[config.mk]
export PLATFORM = sky130hd
export DESIGN_NAME = alu_issue_queue
export DESIGN_NICKNAME = d
export VERILOG_FILES = /design/src/rtl/alu_issue_queue.sv
export SDC_FILE = /design/constraint.sdc
export NUM_CORES = 1
export LEC_CHECK = 0
export ABC_CLOCK_PERIOD_IN_PS = 3200
export CORE_ASPECT_RATIO = 0.8
export CORE_MARGIN = 3
export CORE_UTILIZATION = 52
export CTS_BUF_LIST = sky130_fd_sc_hd__clkbuf_8
export DETAILED_ROUTE_END_ITERATION = 12
export HOLD_SLACK_MARGIN = 0.06
export PLACE_DENSITY = 0.85
export SETUP_SLACK_MARGIN = 0.5
export SYNTH_ARGS = -nofsm -noshare
export SYNTH_HDL_FRONTEND = slang
export SYNTH_SLANG_ARGS = --single-unit
[constraint.sdc]
create_clock -name clk -period 3.2 [get_ports clk]
set_clock_uncertainty 0.05 [all_clocks]
set_input_delay 0.48 -clock clk [delete_from_list [all_inputs] [get_ports clk]]
set_output_delay 0.48 -clock clk [all_outputs]
set_load 0.05 [all_outputs]
[src/rtl/alu_issue_queue.sv]
// alu_issue_queue: decode-to-ALU command buffer. Legal commands are queued
// in a DEPTH-entry FIFO and presented one at a time on registered A/B/Opcode;
// illegal opcodes complete the handshake but are dropped and counted.
module alu_issue_queue #(
  parameter int DATA_W = 32,
  parameter int DEPTH  = 4,
  parameter int PTR_W  = 2,
  parameter int TAG_W  = 4
) (
  input  logic              clk,
  input  logic              reset,
  input  logic              in_valid,
  output logic              in_ready,
  input  logic [DATA_W-1:0] in_a,
  input  logic [DATA_W-1:0] in_b,
  input  logic [3:0]        in_opcode,
  input  logic [TAG_W-1:0]  in_tag,
  output logic [DATA_W-1:0] A,
  output logic [DATA_W-1:0] B,
  output logic [3:0]        Opcode,
  output logic [TAG_W-1:0]  out_tag,
  output logic              out_valid,
  input  logic              out_ready,
  output logic [PTR_W:0]    count,
  output logic              illegal_pulse,
  output logic [7:0]        illegal_count
);

  typedef struct packed {
    logic [DATA_W-1:0] a;
    logic [DATA_W-1:0] b;
    logic [3:0]        op;
    logic [TAG_W-1:0]  tag;
  } cmd_t;

  localparam logic [PTR_W:0] FULL = (PTR_W+1)'(DEPTH);

  cmd_t             mem_q [DEPTH];
  cmd_t             in_cmd;
  cmd_t             out_q, out_d;
  logic [PTR_W-1:0] wr_ptr_q, wr_ptr_d, rd_ptr_q, rd_ptr_d;
  logic [PTR_W:0]   count_q, count_d;
  logic             out_valid_q, out_valid_d;
  logic             illegal_pulse_q, illegal_pulse_d;
  logic [7:0]       illegal_count_q, illegal_count_d;
  logic             legal, push, push_legal, push_ill, load;

  assign in_cmd   = '{a: in_a, b: in_b, op: in_opcode, tag: in_tag};
  // Full depends on registered count only, so a same-edge pop never opens a slot.
  assign in_ready = (count_q != FULL);

  // Decode the seven opcodes the ALU implements.
  always_comb begin
    legal = 1'b0;
    case (in_opcode)
      4'b0000, 4'b0010, 4'b0100, 4'b0101,
      4'b0110, 4'b0111, 4'b1010: legal = 1'b1;
      default:                   legal = 1'b0;
    endcase
  end

  // Next-state: push/pop bookkeeping, output register load/hold, illegal stats.
  always_comb begin
    push       = in_valid && in_ready;
    push_legal = push && legal;
    push_ill   = push && !legal;
    // No bypass: only an entry already resident in the FIFO can be loaded.
    load       = (count_q != '0) && (!out_valid_q || out_ready);

    wr_ptr_d = push_legal ? wr_ptr_q + 1'b1 : wr_ptr_q;
    rd_ptr_d = load ? rd_ptr_q + 1'b1 : rd_ptr_q;

    count_d = count_q;
    if (push_legal && !load)      count_d = count_q + 1'b1;
    else if (!push_legal && load) count_d = count_q - 1'b1;

    out_q_hold: begin
      out_d       = out_q;
      out_valid_d = out_valid_q;
      if (load) begin
        out_d       = mem_q[rd_ptr_q];
        out_valid_d = 1'b1;
      end else if (out_ready) begin
        out_valid_d = 1'b0;
      end
    end

    illegal_pulse_d = push_ill;
    illegal_count_d = illegal_count_q;
    if (push_ill && illegal_count_q != 8'hFF)
      illegal_count_d = illegal_count_q + 8'd1;
  end

  // Control and output registers; reset discards everything in flight.
  always_ff @(posedge clk or negedge reset) begin
    if (!reset) begin
      wr_ptr_q        <= '0;
      rd_ptr_q        <= '0;
      count_q         <= '0;
      out_q           <= '0;
      out_valid_q     <= 1'b0;
      illegal_pulse_q <= 1'b0;
      illegal_count_q <= '0;
    end else begin
      wr_ptr_q        <= wr_ptr_d;
      rd_ptr_q        <= rd_ptr_d;
      count_q         <= count_d;
      out_q           <= out_d;
      out_valid_q     <= out_valid_d;
      illegal_pulse_q <= illegal_pulse_d;
      illegal_count_q <= illegal_count_d;
    end
  end

  // Storage array; contents are don't-care until written, so no reset.
  always_ff @(posedge clk) begin
    if (push_legal) mem_q[wr_ptr_q] <= in_cmd;
  end

  assign A             = out_q.a;
  assign B             = out_q.b;
  assign Opcode        = out_q.op;
  assign out_tag       = out_q.tag;
  assign out_valid     = out_valid_q;
  assign count         = count_q;
  assign illegal_pulse = illegal_pulse_q;
  assign illegal_count = illegal_count_q;

endmodule
==> out/qor.yml, run 1 <==
detail_route.vias_per_cell: 5.42
clock_tree_from_tritoncts: "done"
run_status: "finished, final reports clean"
syn_avg_cell_area_um2: 22.9
synthesized_instance_count: 606
numCtsBuffers: 54
wl_mm: 25.7
fin_tns_setup_ns: 0
antenna_violating_nets_left: 0
clock_sinks: 377
finalHoldViolCount: 0
placement_rows: 52
port-buffer-count: 161
antenna-diode-count: 0
worstPathRequired_ns: 2.67
max-cap-violations: 0
layout-drive-gt1-share_pct: 28.6
number_of_drc_violations_after_detailed_routing: 0
ys_ff_latch: 377
setup.worst_path.class: "reg -> out"
start_util_pct: 54.0
grt_antenna_before_repair: 1
drt_iter0_drc: 425
hold-path-cell-count: 1
timing_max_transition_violations_final: 0
dp_hpwl_mm: 16.1
die_h_um: 152
netlist_area_mm2: 0.0139
grt_first_pass_wirelength_mm: 40.3
worstPathMaxFanout: 5
die_w_um: 189
cp_num_cells: 1
critPathArrivalTime_ns: 1.88
pin_count: 162
final_util_pct: 66.6
core_mm2: 0.0258
power-per-cell-area_mw_per_mm2: 954
dpl-instance-area_mm2: 0.0161
grt_overflow_total: 0
period_minus_slack_ns: 2.41
h-tree-depth: 2
clockBufferDepth: 3
numPlacedInstances: 1112
leakage_nw: 5.97
ys_warn_count: 0
worstSetupStartpointType: "flop"
first_global_vias: 7050
worst_r2r_path_depth: 7
cts.reportedPaths.clkPinSlew_ns: 0.06
worst_slew_margin_rel_pct: 43.3
critical-path-top-delay-family: "buffers and inverters"
detail_route.wl_per_cell_um: 21.2
finalNonFillerCells: 1214
routed-via-count: 6575
worst-slew-pin-transition_ns: 0.850
critical_path.cell_chain: "clkdlybuf4s50_1"
worst_skew_pair.late_latency_ns: 0.58
count_of_unique_library_cells_instantiated_by_yosys: 28
cts-root-buf: "sky130_fd_sc_hd__clkbuf_8"
detailedRoute.firstPassIterationCount: 4
gp_congestion: 0.748
ir_worst_vdd_mv: 0.614
sum_of_buffers_and_inverters_on_the_critical_path: 1
critPathCaptureType: "output pin"
pin_count_of_the_biggest_net_entering_global_routing: 59
num-nets-final: 901
max_clock_freq_ghz: 0.415
min_path_type: "reg -> reg"
critical_path.slowest_cell: "sky130_fd_sc_hd__clkdlybuf4s50_1"
finalInstanceArea_mm2: 0.0172
synthToLayoutAreaGrowth_pct: 23.4
fp.dieArea_mm2: 0.0288
grt_use_total_pct: 18.0
critical_path.max_stage_delay_ns: 0.85
grt_setup_unrepaired: "no"
postSynthNetCount: 689
seq_area_frac_synth_pct: 78.2
number_of_setup_violations_in_the_final_report: 0
period_share_pct: 75.4
## kinds of logic after synthesis
group / count (synthesis) / synth area share (%)
buf+inv: 31 / 1.36
simple gates: 27 / 1.12
compound gates: 6 / 0.225
flops: 377 / 78.2
fa+ha+maj: 7 / 0.684
mux: 146 / 17.7
xor+xnor: 12 / 0.756
## cell usage in the layout (no fill, tap or decap), types with 3 or more instances in the layout
cell / Yosys / layout
sky130_fd_sc_hd__and2_4: 0 / 4
sky130_fd_sc_hd__buf_12: 0 / 14
sky130_fd_sc_hd__buf_4: 1 / 6
sky130_fd_sc_hd__clkbuf_8: 0 / 62
sky130_fd_sc_hd__clkdlybuf4s50_1: 0 / 159
sky130_fd_sc_hd__clkinv_1: 0 / 9
sky130_fd_sc_hd__clkinv_2: 0 / 9
sky130_fd_sc_hd__dfrtp_1: 89 / 86
sky130_fd_sc_hd__edfxtp_1: 288 / 288
sky130_fd_sc_hd__ha_1: 6 / 6
sky130_fd_sc_hd__inv_1: 6 / 26
sky130_fd_sc_hd__mux2_2: 73 / 73
sky130_fd_sc_hd__mux4_2: 72 / 72
sky130_fd_sc_hd__nand2_1: 5 / 5
sky130_fd_sc_hd__nand4_1: 3 / 3
sky130_fd_sc_hd__nor2_1: 4 / 4
sky130_fd_sc_hd__xnor2_1: 8 / 8
sky130_fd_sc_hd__xor2_1: 4 / 4
## final timing paths
check                                      from                      endpoint  slack, ns
setup / recovery           count[0]$_DFFE_PN0P_                      count[0]       0.79
hold / removal             count[2]$_DFFE_PN0P_          count[2]$_DFFE_PN0P_       0.45
setup reg to reg           count[0]$_DFFE_PN0P_          count[1]$_DFFE_PN0P_       0.96
hold reg to reg            count[2]$_DFFE_PN0P_          count[2]$_DFFE_PN0P_       0.45
max in group asynchronous                 reset  illegal_count[5]$_DFFE_PN0P_       1.94
min in group asynchronous                 reset             B[14]$_DFFE_PN0P_       0.50
## cells in the mapped netlist
cell	n	share of area (%)
sky130_fd_sc_hd__and3_1	2	0.090
sky130_fd_sc_hd__mux4_2	72	12
sky130_fd_sc_hd__nand4_1	3	0.13
sky130_fd_sc_hd__nor2b_1	2	0.090
sky130_fd_sc_hd__a21oi_1	3	0.11
sky130_fd_sc_hd__buf_1	4	0.11
sky130_fd_sc_hd__buf_4	1	0.054
sky130_fd_sc_hd__nand2b_1	2	0.090
sky130_fd_sc_hd__buf_2	13	0.47
sky130_fd_sc_hd__edfxtp_1	288	62
sky130_fd_sc_hd__a31oi_1	1	0.045
sky130_fd_sc_hd__o21ai_0	2	0.072
sky130_fd_sc_hd__fa_1	1	0.14
sky130_fd_sc_hd__xor2_1	4	0.25
sky130_fd_sc_hd__nor3_1	1	0.036
sky130_fd_sc_hd__buf_6	7	0.57
sky130_fd_sc_hd__or3b_1	1	0.063
sky130_fd_sc_hd__nand2_1	5	0.13
sky130_fd_sc_hd__inv_1	6	0.16
sky130_fd_sc_hd__nor3_4	1	0.12
sky130_fd_sc_hd__mux2_2	73	5.9
sky130_fd_sc_hd__and2_1	4	0.18
sky130_fd_sc_hd__nand3_1	2	0.072
sky130_fd_sc_hd__nor2_1	4	0.11
sky130_fd_sc_hd__ha_1	6	0.54
sky130_fd_sc_hd__dfrtp_1	89	16
sky130_fd_sc_hd__mux2_1	1	0.081
sky130_fd_sc_hd__xnor2_1	8	0.50
## stage by stage
stage          hold slack [ns]  total power, mW  setup WS (ns)
2_1_floorplan            0.134             11.1          0.547
3_3_place_gp             0.432             12.9          0.265
3_5_place_dp             0.430             13.1          0.260
4_1_cts                  0.424             16.6          0.741
5_1_grt                  0.438             17.1          0.716
6_report                 0.447             16.4          0.788
## final cells by class
type | count | area, µm²
sequential | 377 | 10900
fill | 1674 | 8600
multi-input combinational | 198 | 2870
timing repair buffer | 181 | 1940
clock buffer | 62 | 853
tap | 351 | 439
clock inverter | 39 | 161
inverter | 6 | 22.5
## where the power goes
group / leakage, nW / total, mW / internal [mW] / switching [mW]
combinational: 1.71 / 5.97 / 2.63 / 3.35
clock: 0.602 / 3.49 / 1.77 / 1.72
sequential: 3.65 / 6.90 / 6.25 / 0.649
total: 5.97 / 16.4 / 10.6 / 5.72
## flip-flops by register name (all words and copies together), names as in the netlist, 3 cells and up
| register | count |
|---|---|
| Opcode | 4 |
| count | 3 |
| out_tag | 4 |
| mem_q | 288 |
| B | 32 |
| illegal_count | 8 |
| A | 32 |
## layer usage
layer	track usage, %	part of all wire (%)
met5	0	0.066
met4	5.57	2.0
met3	4.53	7.1
met2	28.5	49
met1	25.3	42
## what timing repair did
| item | 4_1_cts | 5_1_grt |
|---|---|---|
| buffers inserted | 0 | 0 |
| resized for setup | 1 | 0 |
| endpoints found under the hold margin | 57 | 0 |
| hold buffers | 1 | 0 |
| setup endpoints to repair | 1 | 0 |
(Power assumes the default switching activity.)
==> run 2, diff against run 1 <==
--- a/config.mk
+++ b/config.mk
@@ -5,14 +5,14 @@
 export SDC_FILE = /design/constraint.sdc
 export NUM_CORES = 1
 export LEC_CHECK = 0
-export ABC_CLOCK_PERIOD_IN_PS = 3200
+export ABC_CLOCK_PERIOD_IN_PS = 2270
 export CORE_ASPECT_RATIO = 0.8
 export CORE_MARGIN = 3
-export CORE_UTILIZATION = 52
+export CORE_UTILIZATION = 58
 export CTS_BUF_LIST = sky130_fd_sc_hd__clkbuf_8
 export DETAILED_ROUTE_END_ITERATION = 12
 export HOLD_SLACK_MARGIN = 0.06
-export PLACE_DENSITY = 0.85
+export PLACE_DENSITY = 0.89
 export SETUP_SLACK_MARGIN = 0.5
 export SYNTH_ARGS = -nofsm -noshare
 export SYNTH_HDL_FRONTEND = slang
==> constraint.sdc (replaced) <==
create_clock -name clk -period 2.27 [get_ports clk]
set_clock_uncertainty 0.05 [all_clocks]
set_input_delay 0.3405 -clock clk [delete_from_list [all_inputs] [get_ports clk]]
set_output_delay 0.3405 -clock clk [all_outputs]
set_load 0.05 [all_outputs]
==> out/qor.yml, run 2 (synthesis gave the netlist of run 1 again) <==
run_status: "finished, final reports clean"
number_of_setup_violations_in_the_final_report: 0
clock_sinks: 377
number_of_drc_violations_after_detailed_routing: 0
fin_tns_setup_ns: 0
layout-drive-gt1-share_pct: 46.0
grt_antenna_before_repair: 1
worst_slew_margin_rel_pct: 58.3
grt_overflow_total: 0
worstPathMaxFanout: 8
layout_common_cells: "288 x sky130_fd_sc_hd__edfxtp_1, 82 x sky130_fd_sc_hd__dfrtp_1, 74 x sky130_fd_sc_hd__clkdlybuf4s50_1"
detail_route.wl_per_cell_um: 32.7
period_minus_slack_ns: 2.12
core_mm2: 0.0235
grt_use_total_pct: 27.1
die_h_um: 144
num-nets-final: 1011
critical_path.max_stage_delay_ns: 0.43
dp_hpwl_mm: 18.2
clockBufferDepth: 3
worstSetupStartpointType: "flop"
grt_first_pass_wirelength_mm: 50.4
critical_path.slowest_cell: "sky130_fd_sc_hd__dfrtp_2"
worst_skew_pair.late_latency_ns: 0.60
gp_congestion: 0.755
worstPathRequired_ns: 2.53
leakage_nw: 6.96
cts-root-buf: "sky130_fd_sc_hd__clkbuf_8"
port-buffer-count: 161
first_global_vias: 7937
post-place-ws_ns: -0.330
post-route-worst-setup-slack_ns: 0.148
cts.reportedPaths.clkPinSlew_ns: 0.07
regMostFlops: "mem_q"
clock_tree_from_tritoncts: "done"
detail_route.vias_per_cell: 6.30
power-per-cell-area_mw_per_mm2: 1350
pin_count: 162
dpl-instance-area_mm2: 0.0163
critPathCaptureType: "flop"
numPlacedInstances: 1088
h-tree-depth: 2
reg2reg_setup_slack_ns: 0.15
detailedRoute.firstPassIterationCount: 7
finalInstanceArea_mm2: 0.0191
die_w_um: 179
timing_max_transition_violations_final: 0
worst-slew-pin-transition_ns: 0.625
total_power_mw: 25.7
finalNonFillerCells: 1287
pin_count_of_the_biggest_net_entering_global_routing: 53
hold-worst-slack_ns: 0.261
final_util_pct: 81.3
r2r_end: "mem_q[1][47]$_DFFE_PP_"
numCtsBuffers: 55
critical_path.cell_chain: "or3b_4, nand2_4, nor2b_4, buf_4, buf_6, and2_4, buf_12, clkbuf_16"
largest_register_ff_count: 288
start_util_pct: 59.3
setup.worst_path.class: "reg -> reg"
period_share_pct: 93.5
grt_setup_unrepaired: "yes"
max-cap-violations: 0
finalHoldViolCount: 0
placement_rows: 50
wl_mm: 42.1
critPathArrivalTime_ns: 2.38
antenna_violating_nets_left: 0
worst_r2r_startpoint: "count[2]$_DFFE_PN0P_"
ir_worst_vdd_mv: 0.923
worst_r2r_path_depth: 8
layout_commonest_cell: "sky130_fd_sc_hd__edfxtp_1"
drt_iter0_drc: 1088
max_clock_freq_ghz: 0.471
routed-via-count: 8105
fp.dieArea_mm2: 0.0259
synthToLayoutAreaGrowth_pct: 37.1
min_path_type: "in -> async"
## run 2: cell types whose count changed in the layout (fill, tap and decap cells not counted), moves of 8 or more
cell,delta
sky130_fd_sc_hd__buf_16,+26
sky130_fd_sc_hd__clkbuf_16,+17
sky130_fd_sc_hd__buf_2,+32
sky130_fd_sc_hd__clkdlybuf4s15_2,+43
sky130_fd_sc_hd__buf_12,+18
sky130_fd_sc_hd__buf_6,+24
sky130_fd_sc_hd__clkdlybuf4s18_2,+8
sky130_fd_sc_hd__clkdlybuf4s50_1,-85
sky130_fd_sc_hd__buf_8,+8
sky130_fd_sc_hd__buf_4,+16
## run 2: power by group
group | switching [mW] | internal [mW]
clock | 2.71 | 2.52
combinational | 6.08 | 4.68
sequential | 0.867 | 8.83
total | 9.66 | 16.0
## run 2: worst max path at each step
stage	from	to	slack, ns
detailed placement	in_opcode[2]	count[2]$_DFFE_PN0P_	-0.33
global placement	in_opcode[2]	count[2]$_DFFE_PN0P_	-0.27
global route	count[2]$_DFFE_PN0P_	mem_q[1][59]$_DFFE_PP_	0.12
finish	count[2]$_DFFE_PN0P_	mem_q[1][47]$_DFFE_PP_	0.15
CTS	count[1]$_DFFE_PN0P_	count[1]$_DFFE_PN0P_	0.25
floorplan	count[1]$_DFFE_PN0P_	count[1]$_DFFE_PN0P_	-0.11
## run 2: repair_timing
action,CTS,global route
pin swaps,5,2
endpoints found under the hold margin,37,0
buffers inserted,33,11
resized for setup,325,87
setup endpoints to repair,422,395
cloned,25,25
hold buffers,1,0
## run 2: final cells by class
cell class | count | area (µm²)
sequential | 377 | 10900
fill | 991 | 4390
timing repair buffer | 288 | 3820
multi-input combinational | 200 | 2930
clock buffer | 59 | 812
tap | 312 | 390
clock inverter | 44 | 205
inverter | 6 | 22.5
antenna | 1 | 2.50
## run 2: worst max-delay path: cells and delay by family, from the launching register on
kind	cells	cell delay, ns
DFF	1	0.43
and+or+nand+nor	4	0.77
buffers and inverters	4	0.58
## run 2: per-layer routing
metal	part of all wire, %	vias to the layer above	track usage (%)
li1	-	3140	-
met1	36	4212	35.5
met2	51	660	46.4
met3	10	93	5.93
met4	3.1	0	8.58
met5	0	-	0
